==> config.mk <==
export PLATFORM = sky130hd
export DESIGN_NAME = instr_injector
export DESIGN_NICKNAME = d
export VERILOG_FILES = /design/src/rtl/instr_inj_pkg.sv /design/src/rtl/instr_inj_timer.sv /design/src/rtl/instr_injector.sv
export SDC_FILE = /design/constraint.sdc
export NUM_CORES = 1
export LEC_CHECK = 0
export BUFFER_PORTS_ARGS = -buffer_cell sky130_fd_sc_hd__buf_4
export CORE_ASPECT_RATIO = 0.5
export CORE_MARGIN = 10
export CORE_UTILIZATION = 55
export CTS_CLUSTER_DIAMETER = 50
export DETAILED_ROUTE_END_ITERATION = 10
export PLACE_DENSITY = 0.76
export SYNTH_ARGS = -nofsm -noshare
export SYNTH_HDL_FRONTEND = slang
export SYNTH_HIERARCHICAL = 1
export SYNTH_SLANG_ARGS = --single-unit
==> constraint.sdc <==
create_clock -name _clock -period 4 [get_ports _clock]
set_input_delay 0.6 -clock _clock [delete_from_list [all_inputs] [get_ports _clock]]
set_output_delay 0.6 -clock _clock [all_outputs]
set_load 0.03 [all_outputs]
==> src/rtl/instr_inj_pkg.sv <==
// Shared types and default parameter values for the instruction injector.
package instr_inj_pkg;

  typedef enum logic [1:0] {
    IDLE  = 2'd0,
    PULSE = 2'd1,
    GAP   = 2'd2,
    DONE  = 2'd3
  } state_t;

  localparam int DEF_WORD_W    = 32;
  localparam int DEF_DEPTH     = 8;
  localparam int DEF_PULSE_CYC = 2;
  localparam int DEF_GAP_CYC   = 4;

endpackage

==> src/rtl/instr_inj_timer.sv <==
// Down-counter for PULSE/GAP phase lengths; expired is high while the count sits at zero.
module instr_inj_timer #(
  parameter int CNT_W = 2
)(
  input  logic             clk,
  input  logic             rst,
  input  logic             load,
  input  logic [CNT_W-1:0] load_val,
  output logic             expired
);

  logic [CNT_W-1:0] count;

  always_ff @(posedge clk) begin
    if (rst) begin
      count <= '0;
    end else if (load) begin
      count <= load_val;
    end else if (count != '0) begin
      count <= count - CNT_W'(1);
    end
  end

  assign expired = (count == '0);

endmodule

==> src/rtl/instr_injector.sv <==
// Program buffer plus issue FSM that feeds words to a CPU with timed _newinstr pulses.
// Build option: define INSTR_INJ_LOOP_EN to add the _loop input (repeat the program until stopped).
//
// state | meaning
// IDLE  | buffer may be loaded/cleared; waits for _start
// PULSE | _newinstr high, current word presented
// GAP   | _newinstr low, current word held
// DONE  | one-cycle _done pulse, then IDLE
module instr_injector
  import instr_inj_pkg::*;
#(
  parameter int WORD_W    = DEF_WORD_W,
  parameter int DEPTH     = DEF_DEPTH,
  parameter int PULSE_CYC = DEF_PULSE_CYC,
  parameter int GAP_CYC   = DEF_GAP_CYC
)(
  input  logic                       _clock,
  input  logic                       _reset,
  input  logic [WORD_W-1:0]          _wrword,
  input  logic                       _wren,
  input  logic                       _clear,
  input  logic                       _start,
  input  logic                       _stop,
`ifdef INSTR_INJ_LOOP_EN
  input  logic                       _loop,
`endif
  output logic [WORD_W-1:0]          _instrword,
  output logic                       _newinstr,
  output logic [$clog2(DEPTH):0]     _len,
  output logic                       _full,
  output logic                       _busy,
  output logic                       _done
);

  localparam int IDX_W   = $clog2(DEPTH);
  localparam int LEN_W   = IDX_W + 1;
  localparam int MAX_CYC = (PULSE_CYC > GAP_CYC) ? PULSE_CYC : GAP_CYC;
  localparam int CNT_W   = (MAX_CYC > 1) ? $clog2(MAX_CYC) : 1;
  localparam logic [CNT_W-1:0] PULSE_LD = CNT_W'(PULSE_CYC - 1);
  localparam logic [CNT_W-1:0] GAP_LD   = CNT_W'(GAP_CYC - 1);

  state_t            state;
  logic [IDX_W-1:0]  idx;
  logic [IDX_W-1:0]  nxt_idx;
  logic [LEN_W-1:0]  len;
  logic [WORD_W-1:0] mem [DEPTH];
  logic              full;
  logic              last;
  logic              loop_on;
  logic              more;
  logic              tmr_load;
  logic [CNT_W-1:0]  tmr_val;
  logic              tmr_exp;

`ifdef INSTR_INJ_LOOP_EN
  assign loop_on = _loop;
`else
  assign loop_on = 1'b0;
`endif

  assign full    = (len == LEN_W'(DEPTH));
  assign last    = ((LEN_W'(idx) + LEN_W'(1)) == len);
  assign more    = !last || loop_on;
  assign nxt_idx = last ? '0 : idx + IDX_W'(1);
  assign _len    = len;
  assign _full   = full;

  // Storage is deliberately left unreset; only len decides what is valid.
  always_ff @(posedge _clock) begin
    if (!_reset && state == IDLE && _wren && !_clear && !full) begin
      mem[len[IDX_W-1:0]] <= _wrword;
    end
  end

  always_comb begin
    tmr_load = 1'b0;
    tmr_val  = PULSE_LD;
    case (state)
      IDLE:  tmr_load = _start && (len != '0);
      PULSE: begin
        tmr_load = !_stop && tmr_exp;
        tmr_val  = GAP_LD;
      end
      GAP:   tmr_load = !_stop && tmr_exp && more;
      default: tmr_load = 1'b0;
    endcase
  end

  instr_inj_timer #(.CNT_W(CNT_W)) u_timer (
    .clk      (_clock),
    .rst      (_reset),
    .load     (tmr_load),
    .load_val (tmr_val),
    .expired  (tmr_exp)
  );

  always_ff @(posedge _clock) begin
    if (_reset) begin
      state      <= IDLE;
      len        <= '0;
      idx        <= '0;
      _instrword <= '0;
      _newinstr  <= 1'b0;
      _busy      <= 1'b0;
      _done      <= 1'b0;
    end else begin
      _done <= 1'b0;
      case (state)
        IDLE: begin
          if (_clear) begin
            len <= '0;
          end else if (_wren && !full) begin
            len <= len + LEN_W'(1);
          end
          if (_start) begin
            idx <= '0;
            if (len != '0) begin
              state      <= PULSE;
              _newinstr  <= 1'b1;
              _busy      <= 1'b1;
              _instrword <= mem[IDX_W'(0)];
            end else begin
              state <= DONE;
              _done <= 1'b1;
            end
          end
        end
        PULSE: begin
          if (_stop) begin
            state     <= IDLE;
            _newinstr <= 1'b0;
            _busy     <= 1'b0;
          end else if (tmr_exp) begin
            state     <= GAP;
            _newinstr <= 1'b0;
          end
        end
        GAP: begin
          if (_stop) begin
            state <= IDLE;
            _busy <= 1'b0;
          end else if (tmr_exp) begin
            if (more) begin
              state      <= PULSE;
              idx        <= nxt_idx;
              _newinstr  <= 1'b1;
              _instrword <= mem[nxt_idx];
            end else begin
              state <= DONE;
              _busy <= 1'b0;
              _done <= 1'b1;
            end
          end
        end
        DONE: state <= IDLE;
        default: state <= IDLE;
      endcase
    end
  end

endmodule

==> impl_metrics.ini <==
[outcome]
status = finished clean

[timing]
worst_pin_slew_ns = 1.10
finalCritPeriodShare_pct = 85.9
maxSlewViolCount = 0
hold_slack_ns = 0.275
setup_viol = 0
fin_ws_ns = 0.566
fmax_ghz = 0.291
grt_setup_unrepaired = no
clock_skew_ns = 0.00902
slew_headroom_pct = 26.4
finalHoldViolations = 0
period_needed_ns = 3.43

[cells_and_area]
syn_to_final_growth_pct = 14.0
drive_gt1_share_pct = 14.9
fin_area_mm2 = 0.0154
fin_cells = 1503
final_cell_mix = edfxtp_1 (256), nand2_1 (158), buf_4 (109), o21ai_0 (71), mux2i_1 (66)
layout_commonest_cell = edfxtp_1
nFillCells = 1776
layout.nets = 1193
antenna_cells = 0

[clocking]
clk_pin_slew_ns = 0.07
clock_sinks = 302
clockBufferDepth = 3
post_cts_buffers = 0
root_buffer = clkbuf_16
cts-hold-fix-buffers = 0
cts_tree = done
cts_made_buffers = 27
post_cts_resized = 0
htree_levels = 1
clkLatencyLatePin_ns = 0.56

[placed_design]
placed_cells = 1453
dp_slack_ns = 0.619
hpwl_um = 19500
port_buffers = 77
gp_congestion = 0.795
placed_cell_area_mm2 = 0.0145

[die]
die_w_um = 242
dieArea_mm2 = 0.0317
start_util_pct = 56.2
std_cell_rows = 40
core_mm2 = 0.0241
die_h_um = 131
num_io_pins = 78

[power]
p_clk_share_pct = 28.3
power.density_mw_per_mm2 = 629
power.total_mw = 9.72
pwr-share-comb_pct = 33.8
swShare_pct = 34.7
p_leak_nw = 5.41
seqPwrFrac_pct = 37.9
intPower_mw = 6.35
switching_power_mw = 3.37
ir_drop_v = 0.000325

[yosys]
avgSynthCellArea_um2 = 12.3
yosysTopAreaCell = edfxtp_1
synthFlopType = edfxtp_1
syn_area_mm2 = 0.0135
synth_top_area_share_pct = 56.7
ys_seq_elements = 302
synth_compound_area_share_pct = 17.7
synth-simple-area-share_pct = 9.11
synth_top_family_by_area = compound AO/OA/AOI/OAI gates
synth_fa_ha_area_share_pct = 0.831
synthMuxAreaShare_pct = 4.96
synth_nets = 1148
synth_cell_types = 60
ys.warnings.count = 6
yosysSeqAreaShare_pct = 63.5
synth-xor-area-share_pct = 0.683
synth_area_leaders = edfxtp_1 (57%), dfxtp_1 (6.8%), mux2i_1 (4.9%), nand2_1 (4.4%), a211o_1 (3.3%)
synth_edf_count = 256
async_flop_share_pct = 0
syn_inst = 1101

[detailed_routing]
drt_iter0_drc = 1153
drc = 0
drt-total-wl_um = 34400
dr_total_vias = 9620
ant_nets = 0
first_pass_iters = 6
viasPerCell = 6.40
detail_route.wl_per_cell_um = 22.9

[hold_path]
hold_class = input port to flip-flop

[setup_path]
cp.required_ns = 4.40
r2r_slack_ns = 0.57
cp-end-kind = flip-flop
crit_arrival_ns = 3.83
critPathMaxFanout = 75
path_class = flip-flop to flip-flop
startpoint_type = flip-flop

[grt]
grt_pass1_vias = 9764
grt_overflow = 0
antenna_found_initial = 0
grt_pass1_wl_um = 53900
grt_max_degree = 76
gr-usage-all-layers_pct = 21.4

[job]
maxCapViolCount = 0
power by group through the flow:
stage	Sequential, mW	Clock [mW]	Combinational (mW)
3_5_place_dp	3.75	0	3.22
4_1_cts	3.69	2.77	3.24
6_report	3.69	2.75	3.28
2_1_floorplan	3.93	0	2.11
3_3_place_gp	3.75	0	3.11
5_1_grt	3.70	2.91	3.56
Yosys cell counts, drive strengths merged (4+ instances only):
master,count
a21o,34
a221o,11
a21oi,29
nand4,4
nand2b,4
nor2,54
a211oi,33
o21ai,71
nand3b,5
o211ai,11
dfxtp,46
nor3,11
nand2,158
clkbuf,70
mux2i,66
a311oi,33
ha,9
a211o,51
edfxtp,256
and2,13
inv,10
a21boi,4
xor2,4
nand3,23
buf,25
a32oi,31
area by class of cell:
| type | count | area, um2 | area share (%) |
|---|---|---|---|
| Clock buffer | 32 | 714 | 4.63 |
| Sequential cell | 302 | 8610 | 55.8 |
| Tap cell | 336 | 420 | 2.72 |
| Clock inverter | 18 | 224 | 1.45 |
| Timing Repair Buffer | 111 | 858 | 5.56 |
| Inverter | 11 | 41.3 | 0.267 |
| Multi-Input combinational cell | 693 | 4580 | 29.6 |
kinds of logic after synthesis:
logic type,Yosys count
compound gates,323
flops,302
simple gates,285
buf+inv,106
mux,67
fa+ha+maj,9
xor+xnor,8
other cells,1
metal layers:
layer  track usage, %  part of all wire [%]  wire length (um)
met4             6.62                   1.9               664
met5                0                     0                 0
met1             26.9                    40             13900
met2             37.4                    49             16800
met3             3.89                   8.9              3080
worst max-delay path: stages, from the launching register on:
cell      delay (ns)
dfxtp_4         0.36
buf_4           0.73
and4b_1         0.41
o31ai_1         0.13
o31ai_4         0.26
buf_4           0.77
nand2_1         0.15
a32oi_1         0.26
a311oi_1        0.12
sequential cells by signal, summed over array words and instances (netlist names):
register,flops
mem,256
_instrword,32
_len,4
idx,3
state,2
u_timer/count,2
_busy,1
_done,1
_newinstr,1
worst paths after layout:
path | start | to | cells past startpoint
setup / recovery | idx[0] | _instrword[5] | 8
hold / removal | _wrword[15] | mem[5][15] | 1
setup reg to reg | idx[0] | _instrword[5] | 8
hold reg to reg | _instrword[27] | _instrword[27] | 2
stage by stage:
stage / utilization (%) / TNS (ns)
after floorplan: - / -15.96
after global placement: 60.1 / 0
after detailed placement: 60.1 / 0
after CTS: 64.0 / 0
after global routing: 64.0 / 0
final: 64.0 / 0
Note: power is estimated with default switching activity, not from simulation.
